$ cat src/rtl/sprite_queue.sv
// sprite_queue: packs 6-byte sprite records from a byte stream into a show-ahead FIFO.
// fb_resetting flushes the queue and any partial record.
module sprite_queue #(
    parameter int DEPTH = 16
) (
    input  logic                     clock,
    input  logic                     fb_resetting,
    input  logic                     in_valid,
    input  logic                     in_sof,
    input  logic [7:0]               in_byte,
    output logic                     in_ready,
    input  logic                     sprite_queue_dequeue,
    output logic                     sprite_queue_is_empty,
    output logic [7:0]               sprite_queue_sprite_id,
    output logic [15:0]              sprite_queue_sprite_x,
    output logic [15:0]              sprite_queue_sprite_y,
    output logic [7:0]               sprite_queue_sprite_scale,
    output logic [$clog2(DEPTH):0]   queue_count,
    output logic                     queue_full,
    output logic                     framing_error
);
    localparam int AW = $clog2(DEPTH);
    typedef enum logic [2:0] {B0, B1, B2, B3, B4, B5} idx_t;
    idx_t idx, idx_next;
    logic [4:0][7:0] hold;
    logic [47:0] mem [DEPTH];
    logic [AW-1:0] rd_ptr, wr_ptr;
    logic [2:0] pos;
    logic accept, push, pop;
    assign queue_full = queue_count == (AW+1)'(DEPTH);
    assign sprite_queue_is_empty = queue_count == '0;
    assign in_ready = !(idx == B5 && queue_full) && !fb_resetting;
    assign accept = in_valid && in_ready;
    assign push = accept && !in_sof && idx == B5;
    assign pop = sprite_queue_dequeue && !sprite_queue_is_empty;
    assign {sprite_queue_sprite_id, sprite_queue_sprite_x, sprite_queue_sprite_y,
            sprite_queue_sprite_scale} = sprite_queue_is_empty ? 48'd0 : mem[rd_ptr];
    // in_sof resyncs: the byte becomes byte 0 regardless of where the packer was
    always_comb begin
        idx_next = idx;
        pos = in_sof ? 3'd0 : idx;
        if (accept) idx_next = in_sof ? B1 : idx == B5 ? B0 : idx_t'(idx + 3'd1);
    end
    always_ff @(posedge clock or posedge fb_resetting) begin
        if (fb_resetting) begin
            idx <= B0;
            framing_error <= 1'b0;
            hold <= '0;
            rd_ptr <= '0;
            wr_ptr <= '0;
            queue_count <= '0;
        end else begin
            idx <= idx_next;
            if (accept && in_sof && idx != B0) framing_error <= 1'b1;
            if (accept && !push) hold[pos] <= in_byte;
            if (push) wr_ptr <= wr_ptr + AW'(1);
            if (pop) rd_ptr <= rd_ptr + AW'(1);
            queue_count <= queue_count + (AW+1)'(push) - (AW+1)'(pop);
        end
    end
    always_ff @(posedge clock) begin
        if (push) mem[wr_ptr] <= {hold[0], hold[1], hold[2], hold[3], hold[4], in_byte};
    end
endmodule

$ cat config.mk
export PLATFORM = sky130hd
export DESIGN_NAME = sprite_queue
export DESIGN_NICKNAME = d
export VERILOG_FILES = /design/src/rtl/sprite_queue.sv
export SDC_FILE = /design/constraint.sdc
export NUM_CORES = 1
export LEC_CHECK = 0
export ABC_AREA = 0
export BUFFER_PORTS_ARGS = -buffer_cell sky130_fd_sc_hd__buf_2
export CAP_MARGIN = 20
export CORE_MARGIN = 4
export CORE_UTILIZATION = 48
export CTS_CLUSTER_DIAMETER = 40
export CTS_CLUSTER_SIZE = 25
export DETAILED_ROUTE_END_ITERATION = 8
export PLACE_DENSITY_LB_ADDON = 0.25
export RECOVER_POWER = 25
export SLEW_MARGIN = 0
export SYNTH_ARGS = -nofsm -noshare
export SYNTH_HDL_FRONTEND = slang
export SYNTH_SLANG_ARGS = --single-unit
$ cat constraint.sdc
create_clock -name clock -period 6.7 [get_ports clock]
set_clock_uncertainty 0.15 [all_clocks]
set_input_delay 1.34 -clock clock [delete_from_list [all_inputs] [get_ports clock]]
set_output_delay 1.34 -clock clock [all_outputs]
set_load 0.01 [all_outputs]
==> flow_summary.yaml, run 1 <==
synth:
  post_synth_fa_ha_maj_area_fraction_pct: 0.500
  synth.lib_cells_used.distinct: 44
  netlist.area_leader.share_pct: 73.1
  syn-num-nets: 1402
  synth_common_cells: "edfxtp_1 (768), mux4_2 (192), dfrtp_1 (57)"
  synth.mux.area_fraction_pct: 16.7
  synth_seq_area_share_pct: 77.6
  synth-simple-area-share_pct: 1.04
  synth_top_flop_cell: "edfxtp_1"
  largest_family_of_logic_cells_by_synthesized_area: "multiplexers"
  asyncSetResetFlopFracSynth_pct: 6.91
  avgSynthCellArea_um2: 22.9
  post_synth_inst_count: 1377
  synth.most_common_cell: "edfxtp_1"
  synthXorXnorAreaFrac_pct: 0.278
  netlist.top_cell.by_area: "edfxtp_1"
  synth.area.top_cells: "edfxtp_1 (73%), mux4_2 (14%), dfrtp_1 (4.5%)"
  synth-edff-count: 768
  synth_compound_area_share_pct: 2.54
  seq_cells_post_synth: 825
  ys.warnings.count: 0
  mappedNetlistArea_mm2: 0.0315
finish:
  register_area_mm2: 0.0245
  post_route_cells_drive_above_1_share_pct: 31.6
  final_net_count: 1524
  diodes_inserted: 0
  multi_input_area_mm2: 0.00672
  layout-area-overhead-vs-synth_pct: 16.1
  n_fill_cell: 4786
  cell_area_after_layout_mm2: 0.0366
  instances_no_fill: 2446
power_and_ir_drop:
  sw_frac_of_total_pct: 28.9
  net-switching-power_uw: 4670
  power_dens_cells_mw_per_mm2: 442
  sequentialPowerShare_pct: 42.0
  fin_total_pwr_uw: 16200
  worst_ir_drop_vdd_mv: 0.321
  power.static_leakage_uw: 0.0121
  share_clk_of_total_power_pct: 36.6
  power.share.combinational_pct: 21.4
  p_int_uw: 11500
clocking:
  post-cts-setup-buffer-count: 0
  cts_hold_buf: 0
  post_cts_resize_count: 0
  clock_tree_from_tritoncts: "done"
  cts.reportedPaths.clkPinSlew_ns: 0.06
  cts_max_path_buffers: 3
  h-tree-depth: 3
  cts_buffers: 106
  clockRootBuffer: "clkbuf_16"
  worst_skew_late_latency_ns: 0.66
  clock_sinks: 825
place:
  dpl.hpwl_um: 31700
  placed_cells_incl_taps: 2246
  dpl-instance-area_mm2: 0.0329
  gp_congestion: 0.687
  io_buffer_count: 69
min_path:
  worstHoldPathType: "register to register"
routing:
  viasPerCell: 5.96
  ant_nets: 0
  dr_total_vias: 14570
  drt-total-wl_um: 67800
  drt_iter0_drc: 1175
  detail_route.drc_violations: 0
  wl_per_cell_um: 27.7
  firstDrtPassIters: 5
floorplanning:
  die_x_um: 264
  die_area_mm2: 0.0699
  chipHeight_um: 264
  fp.coreArea_mm2: 0.0647
  initial_utilization_pct: 48.8
  i_o_pins: 70
  core.rowCount: 93
job:
  cap_viol_max_count: 0
critical_path:
  endpoint_kind: "output pin"
  worstPathRequired_ns: 5.21
  crit_fanout: 64
  timing.critical_path.from_type: "register"
  worstPathArrival_ns: 3.85
  worst-setup-path-type: "register to output pin"
grt:
  antenna_violations_before_repair: 4
  grt_start_max_net_pins: 69
  grt_util_all_layers_pct: 19.5
  grt.overflow.total: 0
  grt.met2_usage_pct: 31.8
  grt.busiest_layer: "met2"
  grt_util_met3_pct: 3.40
  via_count_of_the_first_global_routing_pass: 15539
  grt_pass1_wl_um: 101000
  use_met1_pct: 27.8
sta:
  finalSetupViolCount: 0
  clock.fmax_ghz: 0.187
  maxSlewHeadroom_pct: 28.6
  period_needed_ns: 5.34
  rsz_0062_raised_after_global_routing: "no"
  worst_pin_slew_ns: 1.07
  finalHoldViolCount: 0
  timing.final.crit_share_pct: 79.7
  timing_max_transition_violations_final: 0
  setup_total_negative_slack_ns: 0
status:
  run_status: "finished clean"
## final timing paths
kind / from / to / slack (ns) / cells after the start
setup / recovery: rd_ptr[3] / sprite_queue_sprite_x[7] / 1.36 / 6
hold / removal: framing_error / framing_error / 0.32 / 1
setup reg to reg: queue_count[3] / queue_count[4] / 2.81 / 13
hold reg to reg: framing_error / framing_error / 0.32 / 1
max in group asynchronous: fb_resetting / rd_ptr[3] / 4.57 / 3
min in group asynchronous: fb_resetting / queue_count[4] / 0.57 / 2
## power groups by stage
stage          combinational [uW]  sequential (uW)  clock, uW
6_report                     3470             6790       5920
3_5_place_dp                 3530             6910          0
3_3_place_gp                 3500             6860          0
2_1_floorplan                2670             6510          0
5_1_grt                      3730             6870       6230
4_1_cts                      3550             6800       6000
## kinds of logic (layout without fill, tap and decap cells)
| group | after synthesis | in the layout |
|---|---|---|
| flops | 825 | 825 |
| buf+inv | 87 | 301 |
| compound gates | 109 | 109 |
| mux | 281 | 281 |
| xor+xnor | 10 | 10 |
| fa+ha+maj | 12 | 12 |
| simple gates | 53 | 53 |
## through the flow
stage               hold slack [ns]  worst slack, ns  utilization [%]
floorplan                     0.362            0.377                -
global placement              0.299             2.08             50.8
detailed placement            0.303             2.05             50.8
CTS                           0.319             1.31             56.6
global route                  0.340             1.17             56.6
finish                        0.316             1.36             56.6
## area by class of cell
type	instances	share of cell area, %
clock buffer	118	7.39
tap	855	2.92
clock inverter	82	2.89
sequential	825	66.9
inverter	11	0.113
timing repair buffer	90	1.44
multi-input combinational	465	18.3
## worst max-delay path, stage by stage, from the launching register on
cell	delay [ns]
dfrtp_4	1.13
nand2_1	0.21
nor2_4	0.68
buf_4	0.57
a22oi_1	0.14
o31ai_1	0.20
buf_2	0.24
## placed cells by master (no fill, tap or decap), types with 12 or more instances in the layout
cell type,Yosys,routed
mux2_1,33,33
edfxtp_1,768,768
buf_2,46,68
buf_4,5,19
mux2i_1,48,48
a22oi_1,48,48
mux4_2,192,192
clkinv_4,0,13
clkbuf_1,24,12
dfrtp_1,57,53
o31ai_1,48,48
clkinvlp_4,0,18
bufinv_16,0,17
clkbuf_16,0,106
## registers in the layout (all words and copies together) (netlist names)
register       flops
rd_ptr             4
idx                3
framing_error      1
mem              768
wr_ptr             4
queue_count        5
hold              40
## routing by layer
layer / share of wire, % / routed length (um)
met1: 42 / 28700
met2: 50 / 33700
met3: 6.4 / 4310
met4: 1.7 / 1130
met5: 0.019 / 13
Note: power is estimated with default switching activity, not from simulation.
==> run 2, diff against run 1 <==
clock period = 5.4 ns   (was 6.7 ns; I/O delays follow)
==> flow_summary.yaml, run 2 (synthesis results as in run 1) <==
status:
  run_status: "finished clean"
sta:
  timing_max_transition_violations_final: 0
  maxSlewHeadroom_pct: 29.9
  period_needed_ns: 4.49
  rsz_0062_raised_after_global_routing: "no"
  timing.final.crit_share_pct: 83.2
  setup_ws_ns: 0.908
  worst_pin_slew_ns: 1.05
  finalHoldViolCount: 0
  finalSetupViolCount: 0
  clock.fmax_ghz: 0.223
finish:
  mostFrequentLayoutCells: "edfxtp_1 (768), mux4_2 (192), clkbuf_16 (102)"
  largest_register_ffs: 768
  post_route_cells_drive_above_1_share_pct: 31.8
  largest_registers: "mem: 768 flops, hold: 40 flops, queue_count: 5 flops"
  layout-area-overhead-vs-synth_pct: 15.7
  largest_register: "mem"
  cell_area_after_layout_mm2: 0.0365
  final_net_count: 1524
  layout_commonest_cell: "edfxtp_1"
  n_fill_cell: 4787
grt:
  via_count_of_the_first_global_routing_pass: 15514
  grt_start_max_net_pins: 77
  grt_pass1_wl_um: 101000
  grt_util_all_layers_pct: 19.4
  antenna_violations_before_repair: 2
  grt.overflow.total: 0
power_and_ir_drop:
  worst_ir_drop_vdd_mv: 0.330
  sw_frac_of_total_pct: 29.6
  power_dens_cells_mw_per_mm2: 539
  fin_total_pwr_uw: 19700
  p_int_uw: 13900
  power.share.combinational_pct: 22.5
  sequentialPowerShare_pct: 42.4
  net-switching-power_uw: 5820
  share_clk_of_total_power_pct: 35.1
  power.static_leakage_uw: 0.0121
critical_path:
  worst-setup-path-type: "register to output pin"
  crit_fanout: 36
  timing.critical_path.from_type: "register"
  worstPathArrival_ns: 3.26
  worstPathRequired_ns: 4.17
  endpoint_kind: "output pin"
job:
  cap_viol_max_count: 0
clocking:
  cts_buffers: 99
  cts_hold_buf: 0
  clock_sinks: 825
  cts.reportedPaths.clkPinSlew_ns: 0.05
  worst_skew_late_latency_ns: 0.64
  clock_tree_from_tritoncts: "done"
  post-cts-setup-buffer-count: 0
  clockRootBuffer: "clkbuf_16"
  cts_max_path_buffers: 3
  h-tree-depth: 3
  post_cts_resize_count: 0
floorplanning:
  i_o_pins: 70
  chipHeight_um: 264
  core.rowCount: 93
  initial_utilization_pct: 48.8
  die_x_um: 264
  die_area_mm2: 0.0699
  fp.coreArea_mm2: 0.0647
routing:
  drt_iter0_drc: 1380
  ant_nets: 0
  drt-total-wl_um: 67000
  detail_route.drc_violations: 0
  dr_total_vias: 14505
  firstDrtPassIters: 8
  wl_per_cell_um: 27.4
  viasPerCell: 5.94
place:
  gp_congestion: 0.730
  dpl.hpwl_um: 33200
  dpl-instance-area_mm2: 0.0329
  detailedPlace.worstSlack_ns: 1.46
  io_buffer_count: 69
min_path:
  worstHoldPathType: "register to register"
run 2: cell types whose count changed in the layout (fill, tap and decap cells not counted), moves of 4 or more:
| cell | change |
|---|---|
| bufinv_16 | -9 |
| clkinvlp_4 | -8 |
| clkbuf_16 | -4 |
| clkinv_8 | +9 |
| clkbuf_1 | -5 |
| buf_12 | +4 |
| clkinv_4 | -9 |
| clkbuf_8 | +4 |
| inv_6 | +11 |
run 2: power by group through the flow:
stage,Sequential (uW),Combinational (uW),Clock [uW]
2_1_floorplan,8080,3320,0
3_3_place_gp,8440,4480,0
3_5_place_dp,8500,4500,0
4_1_cts,8360,4520,7000
5_1_grt,8440,4800,7290
6_report,8350,4430,6900
run 2: worst paths after layout:
check / startpoint / endpoint / slack (ns) / depth (start not counted)
worst max-delay path: rd_ptr[1] / sprite_queue_sprite_scale[7] / 0.91 / 5
worst min-delay path: framing_error / framing_error / 0.33 / 1
worst max register to register: queue_count[3] / queue_count[4] / 1.57 / 13
worst min register to register: framing_error / framing_error / 0.33 / 1
max in group asynchronous: fb_resetting / rd_ptr[3] / 3.61 / 3
min in group asynchronous: fb_resetting / wr_ptr[2] / 0.52 / 2
run 2: area by class of cell:
| type | instances | area (um^2) | share of cell area, % |
|---|---|---|---|
| repair buffers | 97 | 631 | 1.73 |
| well taps | 855 | 1070 | 2.93 |
| inverters | 11 | 41.3 | 0.113 |
| diodes | 2 | 5.00 | 0.0137 |
| clock buffers | 114 | 2650 | 7.26 |
| clock inverters | 72 | 880 | 2.41 |
| multi-input cells | 465 | 6720 | 18.4 |
| flip-flops and latches | 825 | 24500 | 67.1 |
run 2: worst max-delay path, stage by stage, from the launching register on:
cell,delay [ns]
dfrtp_4,0.68
buf_4,0.63
mux4_2,0.35
mux2i_1,0.07
o31ai_1,0.60
buf_2,0.25
run 2: layer usage:
| layer | vias up | share of wire (%) | routed length (um) | GRT usage, % |
|---|---|---|---|---|
| li1 | 6110 | - | - | - |
| met1 | 7853 | 43 | 28700 | 27.8 |
| met2 | 465 | 50 | 33300 | 31.3 |
| met3 | 77 | 5.8 | 3860 | 3.37 |
| met4 | 0 | 1.7 | 1160 | 5.30 |
| met5 | - | 0 | 0 | 0 |
run 2: metrics by stage:
stage,hold WS [ns],util [%],TNS [ns],instances
floorplan,0.362,-,-113.74,1377
global placement,0.301,50.9,0,2252
detailed placement,0.310,50.9,0,2252
CTS,0.332,56.4,0,2438
global route,0.353,56.4,0,2439
finish,0.325,56.4,0,2441
